`src/rtl/uart_pkg.sv`:
```
// rtl/uart_pkg.sv - shared state/phase types and UART register map for the bus sequencer
package uart_pkg;

  typedef enum logic [2:0] {
    S_INIT_BAUD,
    S_INIT_MASK,
    S_IDLE,
    S_RX_STAT,
    S_RX_DATA,
    S_TX_STAT,
    S_TX_DATA
  } sched_state_e;

  typedef enum logic [1:0] {
    PH_IDLE,
    PH_SETUP,
    PH_STROBE
  } bus_phase_e;

  localparam logic [1:0] STAT_A = 2'd0;
  localparam logic [1:0] INT_A  = 2'd1;
  localparam logic [1:0] DATA_A = 2'd2;
  localparam logic [1:0] BAUD_A = 2'd3;

endpackage

```
`src/rtl/uart_bus_sched_if.sv`:
```
// rtl/uart_bus_sched_if.sv - UART register-file bus pins (address, strobes, data, interrupt)
interface uart_bus_sched_if;
  logic [1:0] ADDR;
  logic       NCS;
  logic       NO;
  logic       NW;
  logic [7:0] DOUT;
  logic       DOE;
  logic [7:0] DIN;
  logic       NINT;

  modport master (output ADDR, NCS, NO, NW, DOUT, DOE, input DIN, NINT);
  modport slave  (input ADDR, NCS, NO, NW, DOUT, DOE, output DIN, NINT);
endinterface

```
`src/rtl/uart_bus_phase.sv`:
```
// rtl/uart_bus_phase.sv - 2-clock SETUP/STROBE access engine driving the UART bus pins
module uart_bus_phase
  import uart_pkg::*;
(
  input  logic       CLK,
  input  logic       NRST,
  input  logic       i_start,
  input  logic       i_wr,
  input  logic [1:0] i_addr,
  input  logic [7:0] i_wdata,
  output logic       o_done,
  output logic [7:0] o_rdata,
  uart_bus_sched_if.master bus
);

  bus_phase_e r_phase;
  logic       r_wr;
  logic       w_accept;

  // A new access may start from IDLE or straight out of STROBE (back-to-back).
  assign w_accept = i_start && (r_phase != PH_SETUP);
  assign o_done   = (r_phase == PH_STROBE);
  assign o_rdata  = bus.DIN;

  always_ff @(posedge CLK or negedge NRST) begin
    if (!NRST) begin
      r_phase  <= PH_IDLE;
      r_wr     <= 1'b0;
      bus.NCS  <= 1'b1;
      bus.NO   <= 1'b1;
      bus.NW   <= 1'b1;
      bus.ADDR <= 2'd0;
      bus.DOUT <= 8'h00;
      bus.DOE  <= 1'b0;
    end else if (w_accept) begin
      r_phase  <= PH_SETUP;
      r_wr     <= i_wr;
      bus.NCS  <= 1'b0;
      bus.NO   <= 1'b1;
      bus.NW   <= 1'b1;
      bus.ADDR <= i_addr;
      bus.DOUT <= i_wr ? i_wdata : 8'h00;
      bus.DOE  <= i_wr;
    end else if (r_phase == PH_SETUP) begin
      r_phase <= PH_STROBE;
      bus.NO  <= r_wr;
      bus.NW  <= ~r_wr;
    end else begin
      r_phase  <= PH_IDLE;
      bus.NCS  <= 1'b1;
      bus.NO   <= 1'b1;
      bus.NW   <= 1'b1;
      bus.DOUT <= 8'h00;
      bus.DOE  <= 1'b0;
    end
  end

endmodule

```
`src/rtl/uart_bus_sched.sv`:
```
// rtl/uart_bus_sched.sv - UART bus sequencer: init, RX service, round-robin TX (optional UART_POLL_TIMEOUT_EN)
module uart_bus_sched
  import uart_pkg::*;
#(
  parameter logic [7:0]  BAUD_DIV  = 8'd26,
  parameter logic [7:0]  INT_MASK  = 8'h02,
  parameter int          TXRDY_BIT = 1,
`ifdef UART_POLL_TIMEOUT_EN
  parameter logic [15:0] TIMEOUT   = 16'd1024,
`endif
  parameter int          RXRDY_BIT = 0
)
(
  input  logic       CLK,
  input  logic       NRST,
  input  logic [1:0] REQ,
  input  logic [7:0] TXBYTE0,
  input  logic [7:0] TXBYTE1,
  output logic [1:0] ACK,
  output logic [7:0] RXBYTE,
  output logic       RXVALID,
  output logic       READY,
`ifdef UART_POLL_TIMEOUT_EN
  output logic       ERR,
`endif
  uart_bus_sched_if.master bus
);

  sched_state_e r_state;
  sched_state_e w_tgt;
  logic         r_ptr;
  logic         r_grant;
  logic [7:0]   r_txbyte;
  logic         w_done;
  logic [7:0]   w_rdata;
  logic         w_start;
  logic         w_wr;
  logic [1:0]   w_addr;
  logic [7:0]   w_wdata;
  logic         w_pick;
  logic         w_poll_expired;

  assign w_pick = REQ[r_ptr] ? r_ptr : ~r_ptr;

`ifdef UART_POLL_TIMEOUT_EN
  logic [15:0] r_poll_cnt;
  assign w_poll_expired = (r_poll_cnt + 16'd1) >= TIMEOUT;
`else
  assign w_poll_expired = 1'b0;
`endif

  // w_tgt is the state that owns the next bus cycle; chaining through it gives back-to-back SETUPs.
  always_comb begin
    w_tgt = r_state;
    if (w_done) begin
      case (r_state)
        S_INIT_BAUD: w_tgt = S_INIT_MASK;
        S_RX_STAT:   w_tgt = w_rdata[RXRDY_BIT] ? S_RX_DATA : S_IDLE;
        S_TX_STAT:   w_tgt = w_rdata[TXRDY_BIT] ? S_TX_DATA :
                             (w_poll_expired ? S_IDLE : S_TX_STAT);
        default:     w_tgt = S_IDLE;
      endcase
    end
  end

  always_comb begin
    w_start = 1'b1;
    w_wr    = 1'b0;
    w_addr  = STAT_A;
    w_wdata = 8'h00;
    case (w_tgt)
      S_INIT_BAUD: begin w_wr = 1'b1; w_addr = BAUD_A; w_wdata = BAUD_DIV; end
      S_INIT_MASK: begin w_wr = 1'b1; w_addr = INT_A;  w_wdata = INT_MASK; end
      S_RX_DATA:   w_addr = DATA_A;
      S_TX_DATA:   begin w_wr = 1'b1; w_addr = DATA_A; w_wdata = r_txbyte; end
      S_RX_STAT, S_TX_STAT: w_addr = STAT_A;
      default:     w_start = 1'b0;
    endcase
  end

  uart_bus_phase u_phase (
    .CLK     (CLK),
    .NRST    (NRST),
    .i_start (w_start),
    .i_wr    (w_wr),
    .i_addr  (w_addr),
    .i_wdata (w_wdata),
    .o_done  (w_done),
    .o_rdata (w_rdata),
    .bus     (bus)
  );

  always_ff @(posedge CLK or negedge NRST) begin
    if (!NRST) begin
      r_state  <= S_INIT_BAUD;
      r_ptr    <= 1'b0;
      r_grant  <= 1'b0;
      r_txbyte <= 8'h00;
      ACK      <= 2'b00;
      RXBYTE   <= 8'h00;
      RXVALID  <= 1'b0;
      READY    <= 1'b0;
`ifdef UART_POLL_TIMEOUT_EN
      ERR        <= 1'b0;
      r_poll_cnt <= 16'd0;
`endif
    end else begin
      ACK     <= 2'b00;
      RXVALID <= 1'b0;
`ifdef UART_POLL_TIMEOUT_EN
      ERR     <= 1'b0;
`endif
      if (w_done) begin
        r_state <= w_tgt;
        case (r_state)
          S_INIT_MASK: READY <= 1'b1;
          S_RX_DATA: begin
            RXBYTE  <= w_rdata;
            RXVALID <= 1'b1;
          end
`ifdef UART_POLL_TIMEOUT_EN
          S_TX_STAT: begin
            if (!w_rdata[TXRDY_BIT]) begin
              r_poll_cnt <= r_poll_cnt + 16'd1;
              if (w_poll_expired) begin
                ERR   <= 1'b1;
                r_ptr <= ~r_grant;
              end
            end
          end
`endif
          S_TX_DATA: begin
            ACK[r_grant] <= 1'b1;
            r_ptr        <= ~r_grant;
          end
          default: ;
        endcase
      end else if (r_state == S_IDLE) begin
        if (!bus.NINT) begin
          r_state <= S_RX_STAT;
        end else if (|REQ) begin
          r_state  <= S_TX_STAT;
          r_grant  <= w_pick;
          r_txbyte <= w_pick ? TXBYTE1 : TXBYTE0;
`ifdef UART_POLL_TIMEOUT_EN
          r_poll_cnt <= 16'd0;
`endif
        end
      end
    end
  end

endmodule

```
`src/flat_wrapper.sv`:
```
// flat-port wrapper written by rule: the top's interface ports become plain ports
module uart_bus_sched_flat import uart_pkg::*;
#(
  parameter logic [7:0]  BAUD_DIV  = 8'd26,
  parameter logic [7:0]  INT_MASK  = 8'h02,
  parameter int          TXRDY_BIT = 1,

  parameter int          RXRDY_BIT = 0
)
  (CLK, NRST, REQ, TXBYTE0, TXBYTE1, ACK, RXBYTE, RXVALID, READY, bus_ADDR, bus_NCS, bus_NO, bus_NW, bus_DOUT, bus_DOE, bus_DIN, bus_NINT);
  uart_bus_sched_if bus_i ();
  input  logic CLK;
  input  logic NRST;
  input  logic [1:0] REQ;
  input  logic [7:0] TXBYTE0;
  input  logic [7:0] TXBYTE1;
  output logic [1:0] ACK;
  output logic [7:0] RXBYTE;
  output logic RXVALID;
  output logic READY;
  output wire logic [$bits(bus_i.ADDR)-1:0] bus_ADDR;
  output wire logic [$bits(bus_i.NCS)-1:0] bus_NCS;
  output wire logic [$bits(bus_i.NO)-1:0] bus_NO;
  output wire logic [$bits(bus_i.NW)-1:0] bus_NW;
  output wire logic [$bits(bus_i.DOUT)-1:0] bus_DOUT;
  output wire logic [$bits(bus_i.DOE)-1:0] bus_DOE;
  input wire logic [$bits(bus_i.DIN)-1:0] bus_DIN;
  input wire logic [$bits(bus_i.NINT)-1:0] bus_NINT;
  assign bus_ADDR = bus_i.ADDR;
  assign bus_NCS = bus_i.NCS;
  assign bus_NO = bus_i.NO;
  assign bus_NW = bus_i.NW;
  assign bus_DOUT = bus_i.DOUT;
  assign bus_DOE = bus_i.DOE;
  assign bus_i.DIN = bus_DIN;
  assign bus_i.NINT = bus_NINT;
  uart_bus_sched #(.BAUD_DIV(BAUD_DIV), .INT_MASK(INT_MASK), .TXRDY_BIT(TXRDY_BIT), .RXRDY_BIT(RXRDY_BIT)) u_core (.CLK(CLK), .NRST(NRST), .REQ(REQ), .TXBYTE0(TXBYTE0), .TXBYTE1(TXBYTE1), .ACK(ACK), .RXBYTE(RXBYTE), .RXVALID(RXVALID), .READY(READY), .bus(bus_i));
endmodule
```
`config.mk`:
```
export PLATFORM = sky130hd
export DESIGN_NAME = uart_bus_sched_flat
export DESIGN_NICKNAME = d
export VERILOG_FILES = /design/src/rtl/uart_pkg.sv /design/src/rtl/uart_bus_sched_if.sv /design/src/rtl/uart_bus_phase.sv /design/src/rtl/uart_bus_sched.sv /design/src/flat_wrapper.sv
export SDC_FILE = /design/constraint.sdc
export NUM_CORES = 1
export LEC_CHECK = 0
export ABC_AREA = 1
export CAP_MARGIN = 25
export CELL_PAD_IN_SITES_DETAIL_PLACEMENT = 0
export CELL_PAD_IN_SITES_GLOBAL_PLACEMENT = 2
export CORE_ASPECT_RATIO = 0.9
export CORE_UTILIZATION = 27
export CTS_CLUSTER_SIZE = 10
export DETAILED_ROUTE_END_ITERATION = 16
export PLACE_DENSITY = 0.76
export SYNTH_ARGS = -nofsm -noshare
export SYNTH_HDL_FRONTEND = slang
export SYNTH_SLANG_ARGS = --single-unit
export TNS_END_PERCENT = 10
```
`constraint.sdc`:
```
create_clock -name CLK -period 2.05 [get_ports CLK]
set_input_delay 0.205 -clock CLK [delete_from_list [all_inputs] [get_ports CLK]]
set_output_delay 0.205 -clock CLK [all_outputs]
set_load 0.005 [all_outputs]
```
==> reports/results.ini, run 1 <==
[status]
status=complete, no violations

[place]
gp_congestion=0.760
hpwl_um=3190
io_buffers=54
dp_cells=375
post-place-ws_ns=0.324

[cts]
cts_tree=done
cts_buffers=5
post-cts-setup-buffers=0
clk_pin_slew_ns=0.08
worst_skew_pair.late_latency_ns=0.29
cts_buffer_depth=2
h-tree-depth=2
cts_num_sinks=42
ctsResizeCount=0
clock-root-buffer=clkbuf_8

[synthesis]
yosysWarningCount=0
yosysTopAreaCell=dfrtp_1
synth_area_leaders=dfrtp_1, nand2_1, nor2_1, dfstp_2, inv_1
syn_avg_cell_area_um2=8.23
synth_seq_cells=42
synth.top_cell.area_share_pct=50.7
syn-instance-count=234
syn-num-nets=263
netlist_area_mm2=0.00193
synth-seq-area-share_pct=54.8
synth_cell_types=25

[global_route]
grt_max_degree=24
antenna_found_initial=0
globalRouteTotalUtil_pct=13.1
use_met1_pct=17.0
grt_most_used_layer=met2
grt_pass1_wl_um=7670
grtUsageMet3_pct=4.21
grt_overflow=0
use_met2_pct=21.4
grt_pass1_vias=1642

[final_layout]
final_common_cell=nand2_1
finalNonFillerCells=384
fillers=727
multi_input_area_um2=743
regArea_mm2=0.00105
diodes=0
final_cell_mix=nand2_1, clkdlybuf4s50_1, dfrtp_1
layout-drive-gt1-share_pct=12.6
area_growth_pct=40.0
fin_nets=322

[timing]
fin_ws_ns=0.403
hold_violations=0
finalSetupTns_ns=0
setup-violations-final=0
tightest_slew_ns=0.500
max_freq_mhz=607
finalCritPeriodShare_pct=80.3
slew_violations=0
worst_clock_skew_ns=0.00763
slew-limit-headroom_pct=66.7
period_minus_slack_ns=1.65
rsz0062_at_grt=false

[routing]
drt-total-wl_um=4210
first_pass_iters=4
antenna_left=0
wl_per_cell_um=11.0
detail_route.vias_per_cell=4.25
drc=0
dr_total_vias=1632
drt_first_iter_violations=59

[setup_path]
crit_required_ns=2.29
crit_type=reg2reg
worstPathMaxFanout=11
end_kind=flip-flop
critPathLaunchType=flip-flop
cp.arrival_ns=1.88

[power_and_ir_drop]
p_per_area_mw_per_mm2=1420
ir_drop_uv=367
seqPwrFrac_pct=38.1
swShare_pct=38.5
combPwrFrac_pct=44.9
leakage_uw=0.00130
internal_power_uw=2350
power.net_switching_uw=1470
p_clk_share_pct=17.0

[floorplan]
fp.dieH_um=82.1
fp.dieW_um=91.0
core_mm2=0.00673
start_util_pct=28.6
ios=55
die_area_mm2=0.00747
rows=28

[job]
max-cap-violations=0

[worst_hold_path]
hp-class=reg2reg

[cell type report]
class / instances / area share [%]
Clock buffer: 6 / 2.69
Clock inverter: 2 / 1.39
Inverter: 23 / 3.20
Multi-Input combinational cell: 162 / 27.6
Sequential cell: 42 / 39.1
Tap cell: 90 / 4.18
Timing Repair Buffer: 59 / 21.8
[cell families (layout without fill, tap and decap cells)]
| kind of cell | after synthesis | in the layout | synth area share (%) |
|---|---|---|---|
| AND/OR/NAND/NOR | 138 | 138 | 31.1 |
| flip-flops | 42 | 42 | 54.8 |
| buffers and inverters | 30 | 90 | 6.63 |
| AO/OA/AOI/OAI | 24 | 24 | 7.54 |
[power by group through the flow]
stage	registers (uW)	clock network, uW	logic [uW]
floorplan	1400	0	1130
global placement	1470	0	1750
detailed placement	1480	0	1750
CTS	1460	670	1750
global route	1520	698	1970
finish	1460	649	1720
[through the flow]
stage / area, um^2 / utilization, % / hold WS, ns / power [uW]
6_report: 2700 / 40.1 / 0.398 / 3820
4_1_cts: 2700 / 40.1 / 0.396 / 3880
3_5_place_dp: 2570 / 38.3 / 0.209 / 3220
2_1_floorplan: 1930 / - / -0.0906 / 2540
3_3_place_gp: 2570 / 38.3 / 0.203 / 3220
5_1_grt: 2700 / 40.1 / 0.433 / 4190
[final timing paths]
kind,startpoint,end,slack [ns],cells after the start
max,u_core.r_state[1],u_core.u_phase.bus.DOUT[1],0.40,11
max reg2reg,u_core.r_state[1],u_core.u_phase.bus.DOUT[1],0.40,11
min,u_core.u_phase.r_wr,u_core.u_phase.bus.NW,0.40,1
min reg2reg,u_core.u_phase.r_wr,u_core.u_phase.bus.NW,0.40,1
min in group asynchronous,NRST,u_core.r_txbyte[0],0.41,2
max in group asynchronous,NRST,u_core.u_phase.bus.NCS,1.08,3
[cells in the mapped netlist (all sizes together)]
cell / instances
nor2: 25
buf: 5
clkinv: 1
nand2: 93
nor3: 1
o21ai: 10
nand4: 8
clkbuf: 2
a21boi: 1
dfstp: 3
nand3: 11
o22ai: 1
dfrtp: 39
a31oi: 8
inv: 22
a31o: 1
a21oi: 3
[flip-flops by register name, indices dropped and copies added (netlist names), 2 cells and up]
signal	count
u_core.u_phase.bus.ADDR	2
u_core.RXBYTE	8
u_core.r_txbyte	8
u_core.u_phase.bus.DOUT	8
u_core.r_state	3
u_core.ACK	2
u_core.u_phase.r_phase	2
[layer usage]
layer	wire length (um)	up-vias	share of wire (%)
met5	0	-	0
li1	-	859	-
met1	2050	716	49
met4	46	0	1.1
met2	1830	52	43
met3	279	5	6.6
[worst max-delay path: stages, from the launching register on]
cell	delay, ns
dfrtp_1	0.48
inv_2	0.15
nand2_1	0.08
inv_2	0.07
nand3_2	0.06
nand2_2	0.10
nand2_2	0.10
nor2_1	0.13
nand2_2	0.09
nand2_2	0.19
nand3_1	0.10
nand2_1	0.06
[what timing repair did]
action,CTS,global route
hold endpoints to repair,19,0
setup endpoints to repair,0,0
hold buffers,1,0
No activity file was read; power rests on OpenSTA's default activity.
==> run 2: changes to the inputs <==
==> constraint.sdc (replaced) <==
create_clock -name CLK -period 1.55 [get_ports CLK]
set_input_delay 0.155 -clock CLK [delete_from_list [all_inputs] [get_ports CLK]]
set_output_delay 0.155 -clock CLK [all_outputs]
set_load 0.005 [all_outputs]
==> run 2 against run 1 <==
Register-to-register slack worse by 0.36 ns; design area up 11%; combinational power up 83%; largest power group unchanged; critical endpoint is now u_core.u_phase.bus.DOUT[4].
==> reports/results.ini, run 2 (synthesis gave the netlist of run 1 again) <==
[status]
status=complete, no violations

[timing]
fin_ws_ns=0.0432  ; -0.360 ns
max_freq_mhz=664  ; +9.3%
setup-violations-final=0  ; unchanged
rsz0062_at_grt=true
hold_violations=0  ; unchanged
slew_violations=0  ; unchanged
worst_clock_skew_ns=0.00655  ; -0.00108 ns
tightest_slew_ns=0.449  ; -0.0510 ns
period_minus_slack_ns=1.51  ; -0.140 ns
slew-limit-headroom_pct=70.1  ; +3.4 points
finalCritPeriodShare_pct=97.2  ; +17 points

[floorplan]
start_util_pct=28.6  ; unchanged
core_mm2=0.00673  ; unchanged
die_area_mm2=0.00747  ; unchanged
fp.dieW_um=91.0  ; unchanged
ios=55  ; unchanged
fp.dieH_um=82.1  ; unchanged
rows=28  ; unchanged

[power_and_ir_drop]
p_per_area_mw_per_mm2=1990  ; +40%
ir_drop_uv=590  ; +61%
leakage_uw=0.00142  ; +9.1%

[place]
gp_congestion=0.771  ; +1.4%
post-place-ws_ns=-0.0850  ; -0.409 ns
placed_area_mm2=0.00267  ; +3.8%
io_buffers=54  ; unchanged
hpwl_um=3270  ; +2.7%

[worst_hold_path]
hp-class=in2async

[cts]
cts_num_sinks=42  ; unchanged
cts_buffer_depth=2  ; unchanged
clk_pin_slew_ns=0.08  ; about the same
h-tree-depth=2  ; unchanged
cts_tree=done
worst_skew_pair.late_latency_ns=0.29  ; about the same
cts_buffers=5  ; unchanged
clock-root-buffer=clkbuf_8

[job]
max-cap-violations=0  ; unchanged

[global_route]
grt_overflow=0  ; unchanged
grt_pass1_vias=1671  ; +1.8%
antenna_found_initial=0  ; unchanged
globalRouteTotalUtil_pct=13.3  ; +0.19 points
grt_max_degree=26  ; +8.3%
grt_pass1_wl_um=7880  ; +2.7%

[routing]
drt-total-wl_um=4540  ; +8.0%
dr_total_vias=1705  ; +4.5%
wl_per_cell_um=11.3  ; +2.9%
first_pass_iters=4  ; unchanged
detail_route.vias_per_cell=4.23  ; -0.45%
drt_first_iter_violations=58  ; -1.7%
antenna_left=0  ; unchanged
drc=0  ; unchanged

[setup_path]
end_kind=flip-flop
crit_required_ns=1.75  ; -0.54 ns
cp_top_family=simple AND/OR/NAND/NOR gates
cpMaxStageDelayCell=dfrtp_2
critPathLaunchType=flip-flop
cp_cell_sequence=buf_4 -> nand3_4 -> nand2_2 -> a21boi_2 -> nand3_2 -> nand2_4 -> nand2_2 -> nand2_1 -> nand2_1
crit_type=reg2reg
path_buf_inv=1  ; -1
slowest_delay_ns=0.47  ; about the same
cp.arrival_ns=1.70  ; -0.18 ns
worstPathMaxFanout=5  ; -6

[final_layout]
final_common_cell=nand2_1
fillers=688  ; -5.4%
area_growth_pct=55.2
postLayoutCellArea_mm2=0.00299  ; +11%
diodes=0  ; unchanged
final_cell_mix=nand2_1, clkdlybuf4s50_1, dfrtp_1
fin_nets=341  ; +5.9%
layout-drive-gt1-share_pct=23.6  ; +11 points
top_regs=u_core.RXBYTE x8, u_core.r_txbyte x8, u_core.u_phase.bus.DOUT x8

run 2: cell types whose count changed in the layout (fill, tap and decap cells not counted), moves of 4 or more:
| cell | change |
|---|---|
| buf_4 | +15 |
| nand2_1 | -6 |
| nand3_1 | -6 |
| nand3_2 | +4 |
| nand2_4 | +6 |
run 2: final cells by class:
type | instances | area [um^2] | area share [%]
sequential | 42 | 1060 | 35.4
multi-input combinational | 163 | 876 | 29.3
timing repair buffer | 77 | 734 | 24.6
tap | 90 | 113 | 3.77
inverter | 23 | 96.3 | 3.22
clock buffer | 6 | 72.6 | 2.43
clock inverter | 2 | 37.5 | 1.26
run 2: power breakdown:
group          switching, uW  internal [uW]  total, uW
clock                    386            481        867
sequential               324           1600       1930
combinational           1630           1510       3150
run 2: final timing paths:
| kind | from | end | slack [ns] | cells past startpoint |
|---|---|---|---|---|
| setup / recovery | u_core.r_state[0] | u_core.u_phase.bus.DOUT[4] | 0.04 | 9 |
| hold / removal | NRST | u_core.RXBYTE[1] | 0.33 | 2 |
| setup reg to reg | u_core.r_state[0] | u_core.u_phase.bus.DOUT[4] | 0.04 | 9 |
| hold reg to reg | u_core.u_phase.r_wr | u_core.u_phase.bus.NW | 0.39 | 1 |
| max in group asynchronous | NRST | u_core.u_phase.bus.NCS | 0.66 | 3 |
| min in group CLK | u_core.u_phase.r_wr | u_core.u_phase.bus.NW | 0.39 | 1 |
run 2: through the flow:
stage / hold slack, ns / utilization [%] / power [uW] / instances / TNS (ns)
after floorplan: -0.141 / - / 3350 / 234 / 0
after global placement: 0.123 / 39.7 / 4520 / 388 / -0.433
after detailed placement: 0.137 / 39.7 / 4520 / 388 / -0.645
after CTS: 0.334 / 41.6 / 5450 / 397 / 0
after global routing: 0.388 / 44.4 / 6450 / 403 / -0.396
final: 0.329 / 44.4 / 5940 / 403 / 0
run 2: timing repair:
item / in CTS / in global routing
buffers inserted: 0 / 5
hold buffers: 1 / 0
gates cloned: 0 / 1
resized for setup: 3 / 37
setup endpoints to repair: 17 / 21
hold endpoints to repair: 17 / 0
pin swaps: 0 / 10
run 2: per-layer routing:
layer	share of wire (%)	track usage [%]	wire, um
met1	50	17.5	2270
met2	44	21.9	1990
met3	5.4	3.94	247
met4	0.88	3.33	40
met5	0	0	0
run 2: worst register-to-register path, delay by kind of cell, from the launching register on:
kind | cells | cell delay [ns]
flops | 1 | 0.47
simple gates | 7 | 0.61
buf+inv | 1 | 0.17
compound gates | 1 | 0.16
